File: src/rtl/joybus_pkg.sv
`default_nettype none
// ============================================================================
// Module   : joybus_pkg
// Purpose  : Shared definitions for the Joybus response reader: per-channel
//            register offsets, STATUS bit positions, channel state encoding
//            and a helper that packs the STATUS word.
// Ports    : none (package)
// Revision : 1.0 - initial release
// ============================================================================
package joybus_pkg;

  // Register offsets inside one channel's 16-byte window
  localparam logic [3:0] OFF_DATA_HI = 4'h0;
  localparam logic [3:0] OFF_DATA_LO = 4'h4;
  localparam logic [3:0] OFF_STATUS  = 4'h8;
  localparam logic [3:0] OFF_FRAMES  = 4'hC;

  // STATUS bit positions
  localparam int ST_BUSY    = 0;
  localparam int ST_DONE    = 1;
  localparam int ST_TIMEOUT = 2;

  typedef enum logic [1:0] {
    CH_IDLE = 2'd0,
    CH_RECV = 2'd1,
    CH_HOLD = 2'd2
  } ch_state_t;

  function automatic logic [31:0] status_word(input logic busy,
                                              input logic done,
                                              input logic timeout);
    logic [31:0] s;
    s              = '0;
    s[ST_BUSY]     = busy;
    s[ST_DONE]     = done;
    s[ST_TIMEOUT]  = timeout;
    return s;
  endfunction

endpackage : joybus_pkg
`default_nettype wire

File: src/rtl/joybus_if.sv
`default_nettype none
// ============================================================================
// Module   : joybus_if
// Purpose  : APB3 completer bus bundle for the Joybus reader.
// Ports    : PSEL, PENABLE, PWRITE, PADDR[31:0], PWDATA[31:0] (master->slave)
//            PRDATA[31:0], PREADY, PSLVERR                   (slave->master)
// Revision : 1.0 - initial release
// ============================================================================
interface joybus_if;

  logic        PSEL;
  logic        PENABLE;
  logic        PWRITE;
  logic [31:0] PADDR;
  logic [31:0] PWDATA;
  logic [31:0] PRDATA;
  logic        PREADY;
  logic        PSLVERR;

  modport master (
    output PSEL, PENABLE, PWRITE, PADDR, PWDATA,
    input  PRDATA, PREADY, PSLVERR
  );

  modport slave (
    input  PSEL, PENABLE, PWRITE, PADDR, PWDATA,
    output PRDATA, PREADY, PSLVERR
  );

endinterface : joybus_if
`default_nettype wire

File: src/rtl/joybus_rx_chan.sv
`default_nettype none
// ============================================================================
// Module   : joybus_rx_chan
// Purpose  : One Joybus response receiver channel: 2-flop line synchronizer,
//            IDLE/RECV/HOLD state machine, bit-cell counter, MSB-first shift
//            register, shadow register, frame counter and done/timeout flags.
// Ports    : clk, rst_n           clock, async active-low reset
//            ready                channel enable (poll command sent)
//            data                 asynchronous serial line
//            done_clr/timeout_clr W1C clear strobes from the register block
//            sample               one-cycle pulse at every bit sample point
//            busy/done/timeout    status bits
//            shadow[63:0]         last complete frame, right-aligned
//            frames[15:0]         completed-frame count (wrapping)
// Revision : 1.0 - initial release
// ============================================================================
module joybus_rx_chan
  import joybus_pkg::*;
#(
  parameter int RESP_BITS   = 64,
  parameter int CLK_PER_BIT = 400,
  parameter int SAMPLE_PT   = 200,
  parameter int TIMEOUT_CYC = 1200
) (
  input  logic        clk,
  input  logic        rst_n,
  input  logic        ready,
  input  logic        data,
  input  logic        done_clr,
  input  logic        timeout_clr,
  output logic        sample,
  output logic        busy,
  output logic        done,
  output logic        timeout,
  output logic [63:0] shadow,
  output logic [15:0] frames
);

  // The counter must reach the timeout value and span a full bit cell.
  localparam int CNT_MAX = (TIMEOUT_CYC > CLK_PER_BIT) ? TIMEOUT_CYC : CLK_PER_BIT;
  localparam int CNT_W   = $clog2(CNT_MAX + 1);
  localparam int IDX_W   = $clog2(RESP_BITS);

  localparam logic [CNT_W-1:0] C_SAMPLE  = CNT_W'(SAMPLE_PT);
  localparam logic [CNT_W-1:0] C_TIMEOUT = CNT_W'(TIMEOUT_CYC);
  localparam logic [IDX_W-1:0] C_LAST    = IDX_W'(RESP_BITS - 1);

  ch_state_t              state;
  logic                   sync_meta;
  logic                   sync_q;
  logic                   sync_d;
  logic [CNT_W-1:0]       cnt;
  logic [IDX_W-1:0]       bit_idx;
  // Holds the first RESP_BITS-1 bits; the last bit is taken straight from the
  // synchronizer when the frame is copied to the shadow.
  logic [RESP_BITS-2:0]   shift;
  logic [RESP_BITS-1:0]   shadow_r;
  logic [15:0]            frame_cnt;

  logic fall;
  assign fall = sync_d & ~sync_q;

  always_ff @(posedge clk or negedge rst_n) begin
    if (!rst_n) begin
      sync_meta <= 1'b1;
      sync_q    <= 1'b1;
      sync_d    <= 1'b1;
      state     <= CH_IDLE;
      cnt       <= '0;
      bit_idx   <= '0;
      shift     <= '0;
      shadow_r  <= '0;
      frame_cnt <= '0;
      done      <= 1'b0;
      timeout   <= 1'b0;
      sample    <= 1'b0;
    end else begin
      sync_meta <= data;
      sync_q    <= sync_meta;
      sync_d    <= sync_q;
      sample    <= 1'b0;

      // Clears first; a set further down in the same cycle overrides them.
      if (done_clr)    done    <= 1'b0;
      if (timeout_clr) timeout <= 1'b0;

      case (state)
        CH_IDLE: begin
          if (ready && fall) begin
            cnt     <= '0;
            bit_idx <= '0;
            state   <= CH_RECV;
          end
        end

        CH_RECV: begin
          if (!ready) begin
            state <= CH_IDLE;
          end else if (cnt == C_TIMEOUT) begin
            // Partial frame is dropped; shadow keeps the previous frame.
            timeout <= 1'b1;
            state   <= CH_HOLD;
          end else begin
            cnt <= fall ? '0 : cnt + CNT_W'(1);
            if (cnt == C_SAMPLE) begin
              shift   <= {shift[RESP_BITS-3:0], sync_q};
              sample  <= 1'b1;
              bit_idx <= bit_idx + IDX_W'(1);
              if (bit_idx == C_LAST) begin
                shadow_r  <= {shift, sync_q};
                done      <= 1'b1;
                frame_cnt <= frame_cnt + 16'd1;
                state     <= CH_HOLD;
              end
            end
          end
        end

        CH_HOLD: begin
          // Line activity (stop bit included) is ignored until ready drops.
          if (!ready) state <= CH_IDLE;
        end

        default: state <= CH_IDLE;
      endcase
    end
  end

  assign busy   = (state == CH_RECV);
  assign shadow = 64'(shadow_r);
  assign frames = frame_cnt;

endmodule : joybus_rx_chan
`default_nettype wire

File: src/rtl/joybus_reader.sv
`default_nettype none
// ============================================================================
// Module   : joybus_reader
// Purpose  : Multi-channel Joybus controller response reader with an APB3
//            register interface. Each channel captures RESP_BITS response
//            bits into a shadow register readable over APB.
// Ports    : PCLK, PRESERN        clock, async active-low reset
//            apb (slave)          APB3 bus, PADDR[7:0] decoded
//            ready[NUM_CH-1:0]    per-channel enable
//            data[NUM_CH-1:0]     per-channel serial lines
//            sample[NUM_CH-1:0]   per-channel sample-point pulses
// Register map (channel c at 0x10*c):
//            +0x0 DATA_HI  +0x4 DATA_LO  +0x8 STATUS (W1C)  +0xC FRAMES
// Revision : 1.0 - initial release
// ============================================================================
module joybus_reader
  import joybus_pkg::*;
#(
  parameter int NUM_CH      = 4,
  parameter int RESP_BITS   = 64,
  parameter int CLK_PER_BIT = 400,
  parameter int SAMPLE_PT   = 200,
  parameter int TIMEOUT_CYC = 1200
) (
  input  logic              PCLK,
  input  logic              PRESERN,
  joybus_if.slave           apb,
  input  logic [NUM_CH-1:0] ready,
  input  logic [NUM_CH-1:0] data,
  output logic [NUM_CH-1:0] sample
);

  logic [3:0]        ch_sel;
  logic [3:0]        reg_off;
  logic              wr_status;
  logic [NUM_CH-1:0] busy_a;
  logic [NUM_CH-1:0] done_a;
  logic [NUM_CH-1:0] timeout_a;
  logic [NUM_CH-1:0] done_clr;
  logic [NUM_CH-1:0] timeout_clr;
  logic [63:0]       shadow_a [NUM_CH];
  logic [15:0]       frames_a [NUM_CH];

  assign ch_sel    = apb.PADDR[7:4];
  assign reg_off   = apb.PADDR[3:0];
  assign wr_status = apb.PSEL & apb.PENABLE & apb.PWRITE & (reg_off == OFF_STATUS);

  assign apb.PREADY  = 1'b1;
  assign apb.PSLVERR = 1'b0;

  // Address/data bits outside the decoded range
  logic unused_bits;
  assign unused_bits = ^{apb.PADDR[31:8], apb.PWDATA[31:3], apb.PWDATA[0]};

  for (genvar c = 0; c < NUM_CH; c++) begin : g_ch
    assign done_clr[c]    = wr_status & (ch_sel == 4'(c)) & apb.PWDATA[ST_DONE];
    assign timeout_clr[c] = wr_status & (ch_sel == 4'(c)) & apb.PWDATA[ST_TIMEOUT];

    joybus_rx_chan #(
      .RESP_BITS   (RESP_BITS),
      .CLK_PER_BIT (CLK_PER_BIT),
      .SAMPLE_PT   (SAMPLE_PT),
      .TIMEOUT_CYC (TIMEOUT_CYC)
    ) u_chan (
      .clk         (PCLK),
      .rst_n       (PRESERN),
      .ready       (ready[c]),
      .data        (data[c]),
      .done_clr    (done_clr[c]),
      .timeout_clr (timeout_clr[c]),
      .sample      (sample[c]),
      .busy        (busy_a[c]),
      .done        (done_a[c]),
      .timeout     (timeout_a[c]),
      .shadow      (shadow_a[c]),
      .frames      (frames_a[c])
    );
  end

  // Read mux: channels at or above NUM_CH fall through to zero.
  always_comb begin
    apb.PRDATA = '0;
    for (int c = 0; c < NUM_CH; c++) begin
      if (ch_sel == 4'(c)) begin
        case (reg_off)
          OFF_DATA_HI: apb.PRDATA = shadow_a[c][63:32];
          OFF_DATA_LO: apb.PRDATA = shadow_a[c][31:0];
          OFF_STATUS:  apb.PRDATA = status_word(busy_a[c], done_a[c], timeout_a[c]);
          OFF_FRAMES:  apb.PRDATA = {16'h0000, frames_a[c]};
          default:     ;
        endcase
      end
    end
  end

endmodule : joybus_reader
`default_nettype wire

File: src/flat_wrapper.sv
// flat-port wrapper written by rule: the top's interface ports become plain ports
module joybus_reader_flat import joybus_pkg::*;
#(
  parameter int NUM_CH      = 4,
  parameter int RESP_BITS   = 64,
  parameter int CLK_PER_BIT = 400,
  parameter int SAMPLE_PT   = 200,
  parameter int TIMEOUT_CYC = 1200
)
  (PCLK, PRESERN, ready, data, sample, apb_PSEL, apb_PENABLE, apb_PWRITE, apb_PADDR, apb_PWDATA, apb_PRDATA, apb_PREADY, apb_PSLVERR);
  joybus_if apb_i ();
  input  logic PCLK;
  input  logic PRESERN;
  input  logic [NUM_CH-1:0] ready;
  input  logic [NUM_CH-1:0] data;
  output logic [NUM_CH-1:0] sample;
  input wire logic [$bits(apb_i.PSEL)-1:0] apb_PSEL;
  input wire logic [$bits(apb_i.PENABLE)-1:0] apb_PENABLE;
  input wire logic [$bits(apb_i.PWRITE)-1:0] apb_PWRITE;
  input wire logic [$bits(apb_i.PADDR)-1:0] apb_PADDR;
  input wire logic [$bits(apb_i.PWDATA)-1:0] apb_PWDATA;
  output wire logic [$bits(apb_i.PRDATA)-1:0] apb_PRDATA;
  output wire logic [$bits(apb_i.PREADY)-1:0] apb_PREADY;
  output wire logic [$bits(apb_i.PSLVERR)-1:0] apb_PSLVERR;
  assign apb_i.PSEL = apb_PSEL;
  assign apb_i.PENABLE = apb_PENABLE;
  assign apb_i.PWRITE = apb_PWRITE;
  assign apb_i.PADDR = apb_PADDR;
  assign apb_i.PWDATA = apb_PWDATA;
  assign apb_PRDATA = apb_i.PRDATA;
  assign apb_PREADY = apb_i.PREADY;
  assign apb_PSLVERR = apb_i.PSLVERR;
  joybus_reader #(.NUM_CH(NUM_CH), .RESP_BITS(RESP_BITS), .CLK_PER_BIT(CLK_PER_BIT), .SAMPLE_PT(SAMPLE_PT), .TIMEOUT_CYC(TIMEOUT_CYC)) u_core (.PCLK(PCLK), .PRESERN(PRESERN), .apb(apb_i), .ready(ready), .data(data), .sample(sample));
endmodule
File: config.mk
export PLATFORM = sky130hd
export DESIGN_NAME = joybus_reader_flat
export DESIGN_NICKNAME = d
export VERILOG_FILES = /design/src/rtl/joybus_pkg.sv /design/src/rtl/joybus_if.sv /design/src/rtl/joybus_rx_chan.sv /design/src/rtl/joybus_reader.sv /design/src/flat_wrapper.sv
export SDC_FILE = /design/constraint.sdc
export NUM_CORES = 1
export LEC_CHECK = 0
export CAP_MARGIN = 0
export CORE_UTILIZATION = 38
export CTS_BUF_LIST = sky130_fd_sc_hd__clkbuf_8 sky130_fd_sc_hd__clkbuf_16
export CTS_CLUSTER_DIAMETER = 50
export CTS_CLUSTER_SIZE = 20
export DETAILED_ROUTE_END_ITERATION = 12
export MAX_ROUTING_LAYER = met4
export PLACE_DENSITY = 0.53
export SYNTH_ARGS = -nofsm -noshare
export SYNTH_HDL_FRONTEND = slang
export SYNTH_SLANG_ARGS = --single-unit
File: constraint.sdc
create_clock -name PCLK -period 5.59 [get_ports PCLK]
set_clock_uncertainty 0.15 [all_clocks]
set_input_delay 1.118 -clock PCLK [delete_from_list [all_inputs] [get_ports PCLK]]
set_output_delay 1.118 -clock PCLK [all_outputs]
set_load 0.03 [all_outputs]
Word level (Yosys, flattened, before mapping):

Cells that the tools add are included.
Widths: inputs -> output; s select.

* logic and storage cells: 307
* register bits: 672
* input bits: 77
* output and inout port bits: 38

* equality and inequality tests: 54
* reductions and logical operators: 34
* bitwise gates (word level): 27
* $add $sub $neg: 12
* mux-type cells: 132

Operators by type and width (number)
* $pmux 32 s4: 4
* $mux 11: 16
* $mux 32: 4
* $mux 6: 16
* $pmux 11 s2: 4
* $add 16x1->16 const B: 4
* $mux 1: 56
* $mux 2: 24
* $pmux 6 s2: 4
* $reduce_and 4->1: 12
* $add 11x1->11 const B: 4
* $eq 11x11->1 const B: 4
* $eq 11x8->1 const B: 4
* $reduce_and 5->1: 8
* $ne 2x2->1 const B: 16
* $ne 4x2->1 const B: 8
* $add 6x1->6 const B: 4
* $eq 6x6->1 const B: 4
* $pmux 2 s3: 4
* $and 1x1->1: 19
* $eq 2x1->1 const B: 4
* $eq 2x2->1 const B: 4
* $eq 4x2->1 const B: 2
* $eq 4x4->1 const B: 2
* 8 further kinds: 28

Logic depth before layout (Yosys ltp):

* depth in word-level cells: 11
* gate-level depth with buffers: 11

Modules after synthesis:

Synthesis repeated with hierarchy kept, for this count alone.

* cell total of the unflattened synthesis: 2824
* area total of the unflattened synthesis: 30166.4 µm²

By module, submodules not included
* joybus_rx_chan at u_core.g_ch[1].u_chan ...: area each 6804.0 µm², cells each 608, times used 2
* joybus_rx_chan at u_core.g_ch[3].u_chan: area each 6806.5 µm², cells each 610, times used 1
* joybus_rx_chan at u_core.g_ch[0].u_chan: area each 6746.5 µm², cells each 601, times used 1
* joybus_reader: area each 3005.4 µm², cells each 397, times used 1

Worst setup path before layout:

No wires, ideal clock.

* path kind: input-to-output
* start: input port apb_PADDR[2]
* end: output port apb_PRDATA[15]
* buffers on the path: 3
* arrival: 3.167 ns
* setup slack: 1.155 ns
* stages: 7
* path through: buf_2 -> clkbuf_1 -> buf_1 -> mux2i_1 -> o21ai_0 -> a22oi_1 -> o21ai_0

* cells in the longest elaborated chain, start to end: 9

RTL lines
* from (decl): RTL line flat_wrapper.sv:20 `input wire logic [$bits(apb_i.PADDR)-1:0] apb_PADDR;`
* $eq 4x4->1, or another cell as far along: RTL line joybus_reader.sv:85 `case (reg_off)`
* $pmux 32 s4: RTL line joybus_reader.sv:85
* $mux 32: RTL line joybus_reader.sv:84 `if (ch_sel == 4'(c)) begin`
* $pmux 32 s4: RTL line joybus_reader.sv:85
* $mux 32: RTL line joybus_reader.sv:84
* $pmux 32 s4: RTL line joybus_reader.sv:85
* $mux 32: RTL line joybus_reader.sv:84
* $pmux 32 s4: RTL line joybus_reader.sv:85
* $mux 32 *: RTL line joybus_reader.sv:84
* to (decl): RTL line flat_wrapper.sv:22 `output wire logic [$bits(apb_i.PRDATA)-1:0] apb_PRDATA;`

Mark *: on every way between the ends. The rest lies on a longest branch, timed or not.

Final worst setup path:

* start: input port apb_PADDR[7]
* end: output port apb_PRDATA[17]

* cells in the longest elaborated chain, start to end: 8

RTL lines (RTL line)
* $logic_not 4->1: joybus_reader.sv:84
* $mux 32: joybus_reader.sv:84
* $pmux 32 s4: joybus_reader.sv:85
* $mux 32: joybus_reader.sv:84
* $pmux 32 s4: joybus_reader.sv:85
* $mux 32: joybus_reader.sv:84
* $pmux 32 s4: joybus_reader.sv:85
* $mux 32 *: joybus_reader.sv:84

Marks and branches as above.

==> flow_metrics.tcl <==
set metrics [dict create \
    drc 0 \
    synth_flop_cell "dfrtp_1" \
    fillers 7465 \
    vias 20480 \
    rsz0062_at_grt "no" \
    grt_pass1_wl_mm 115 \
    timing.final.ws_setup_ps 567 \
    wl_per_cell_um 18.0 \
    fin_crit_sh_pct 89.9 \
    status "finished, final reports clean" \
    hold_viol 0 \
    crit_path_start_kind "input pin" \
    dieArea_um2 79600 \
    antenna_found_initial 4 \
    async_flop_share_pct 100 \
    yosys.cell_types.count 72 \
    swShare_pct 24.0 \
    track_usage_pct 19.0 \
    p_comb_share_pct 3.6 \
    synth_edf_count 0 \
    crit_arrival_ps 3750 \
    cts_root_buffer "clkbuf_16" \
    crit_type "input pin to output port" \
    multiInputGateArea_um2 12200 \
    slew_headroom_pct 25.2 \
    rows 102 \
    p_int_mw 8.20 \
    finalSetupTns_ps 0 \
    endpoint_kind "output port" \
    fin_cells 3975 \
    max_freq_mhz 199 \
    clk_pin_slew_ps 50 \
    synth.avg_cell_area_um2 10.5 \
    cts-resized-gates 0 \
    pre_cts_ws_ps 728 \
    slew_viol_final 0 \
    yosysSeqAreaShare_pct 56.5 \
    nets 2956 \
    ff_latch_area_um2 16800 \
    setup_violations 0 \
    vdd_ir_drop_max_mv 0.223 \
    drive_above_1_share_pct 18.8 \
    dp_cells 3819 \
    boundaryPins 115 \
    start_util_pct 38.4 \
    synth.net_count 2930 \
    clock_sinks 672 \
    die_h_um 282 \
    routed_via_density 5.15 \
    cp_max_fo 15 \
    die_x_um 282 \
    min_path_type "register to register" \
    gp_congestion 0.894 \
    netlist_instances 2837 \
    hold_ws_ps 195 \
    cts_buffer_depth 3 \
    fin_util_pct 44.4 \
    overflow 0 \
    wirelength_mm 71.6 \
    crit_required_ps 4320 \
    ys_warn_count 0 \
    power_frac_seq_pct 45.8 \
    fp.coreArea_um2 77600 \
    drv_cap 0 \
    grt_start_max_net_pins 129 \
    switching_power_mw 2.59 \
    grt_pass1_vias 20456 \
    clkPwrFrac_pct 50.7 \
    power_density_nw_per_um2 313 \
    dpl.hpwl_mm 47.8 \
    min_period_ps 5020 \
    ant_nets 0 \
    worstMarginPinSlew_ps 1120 \
    tritoncts "built" \
    port_buffers 58 \
    first_iter_violations 1448 \
    drtPass1Iterations 6 \
    leakagePower_nw 16.9 \
    synth_area_um2 29800 \
    ys_ff_latch 672 \
    cts_buffers 82 \
    cts_hold_buf 0 \
    postCtsSetupBuffers 0 \
    clk_latency_ps 620 \
    syn_to_final_growth_pct 15.5 \
    cts_max_level 3 \
]
-- area by class of cell --
| cell class | count | area share [%] |
|---|---|---|
| clock buffer | 92 | 6.46 |
| sequential | 672 | 48.9 |
| multi-input combinational | 1981 | 35.5 |
| antenna | 4 | 0.0291 |
| clock inverter | 60 | 1.83 |
| timing repair buffer | 98 | 3.20 |
| inverter | 28 | 0.305 |
| tap | 1040 | 3.78 |
-- cells in the mapped netlist (16+ instances only) --
cell	number	area, um^2
nand3_1	56	280
ha_1	16	200
inv_1	27	101
nor3_1	17	85.1
mux2_2	277	3120
nor2_1	78	293
a21oi_1	16	80.1
xnor2_1	62	543
o21ai_0	141	706
nand4_1	36	225
o22ai_1	20	125
xor2_1	16	140
nand2b_1	19	119
a32o_1	17	170
nand2_1	897	3370
buf_2	53	265
a22oi_1	28	210
mux2i_1	87	871
and3_1	24	150
o31ai_1	16	120
dfrtp_1	660	16500
clkbuf_1	88	330
-- critical path: stages --
cell             delay [ps]
clkdlybuf4s50_1         620
nor4b_4                 540
nand2_1                 440
o22ai_1                 560
a32o_1                  300
buf_4                   180
-- per-layer routing --
metal,GRT usage [%],share of wire (%),wire [um],vias to the layer above
met2,28.5,45,32400,384
met3,4.88,6.3,4520,116
met1,25.2,46,32800,10263
met5,-,0,0,-
met4,5.66,2.6,1880,0
li1,-,-,-,9717
-- sequential cells by signal, indices dropped and copies added (netlist names), 8 cells and up --
signal / count
u_core.g_ch.u_chan.bit_idx: 24
u_core.g_ch.u_chan.frames: 64
u_core.g_ch.u_chan.shift: 252
u_core.g_ch.u_chan.shadow: 256
u_core.g_ch.u_chan.state: 8
u_core.g_ch.u_chan.cnt: 44
-- cells by family (layout without fill, tap and decap cells) --
kind of cell	count (synthesis)	after routing	synth area share [%]
adders and majority gates	16	16	0.672
and+or+nand+nor	1216	1216	17.5
DFF	672	672	56.5
muxes	371	371	13.9
other	2	6	0.0252
buffers and inverters	184	278	2.65
xor gates and xnor gates	78	78	2.29
AOI/OAI and AO/OA	298	298	6.46
-- power by group through the flow --
stage / sequential, mW / combinational (mW) / clock, mW
4_1_cts: 4.94 / 0.393 / 5.62
2_1_floorplan: 5.02 / 0.192 / 0
5_1_grt: 4.94 / 0.435 / 5.82
3_5_place_dp: 5.03 / 0.391 / 0
3_3_place_gp: 5.02 / 0.383 / 0
6_report: 4.94 / 0.386 / 5.47
-- metrics by stage --
step | total power [mW] | area [um^2]
2_1_floorplan | 5.21 | 29800
3_3_place_gp | 5.41 | 31600
3_5_place_dp | 5.42 | 31600
4_1_cts | 10.9 | 34400
5_1_grt | 11.2 | 34400
6_report | 10.8 | 34400
-- worst paths after layout --
kind                                                 startpoint                          endpoint  slack (ps)  cells past startpoint
worst min-delay path            u_core.g_ch[3].u_chan.sync_meta      u_core.g_ch[3].u_chan.sync_q         200                      0
min in group asynchronous                               PRESERN  u_core.g_ch[3].u_chan.shadow[46]         360                      1
worst max register to register     u_core.g_ch[1].u_chan.cnt[0]  u_core.g_ch[1].u_chan.shadow[21]        1950                      9
worst min register to register  u_core.g_ch[3].u_chan.sync_meta      u_core.g_ch[3].u_chan.sync_q         200                      0
worst max-delay path                               apb_PADDR[7]                    apb_PRDATA[17]         570                      6
max in group asynchronous                               PRESERN   u_core.g_ch[0].u_chan.shadow[9]        3690                      2
-- cell usage in the layout, fill, tap and decap left out, types with 18 or more instances in the layout --
cell	count
nand2b_1	18
buf_4	48
o22ai_1	20
nand2_1	896
clkdlybuf4s50_1	23
mux2i_1	87
and3_1	22
clkbuf_16	85
dfrtp_1	660
buf_12	24
mux2_2	277
inv_1	30
xnor2_1	62
nand4_1	36
nand3_1	55
nor2_1	77
a22oi_1	28
o21ai_0	141
Note: power is estimated with default switching activity, not from simulation.
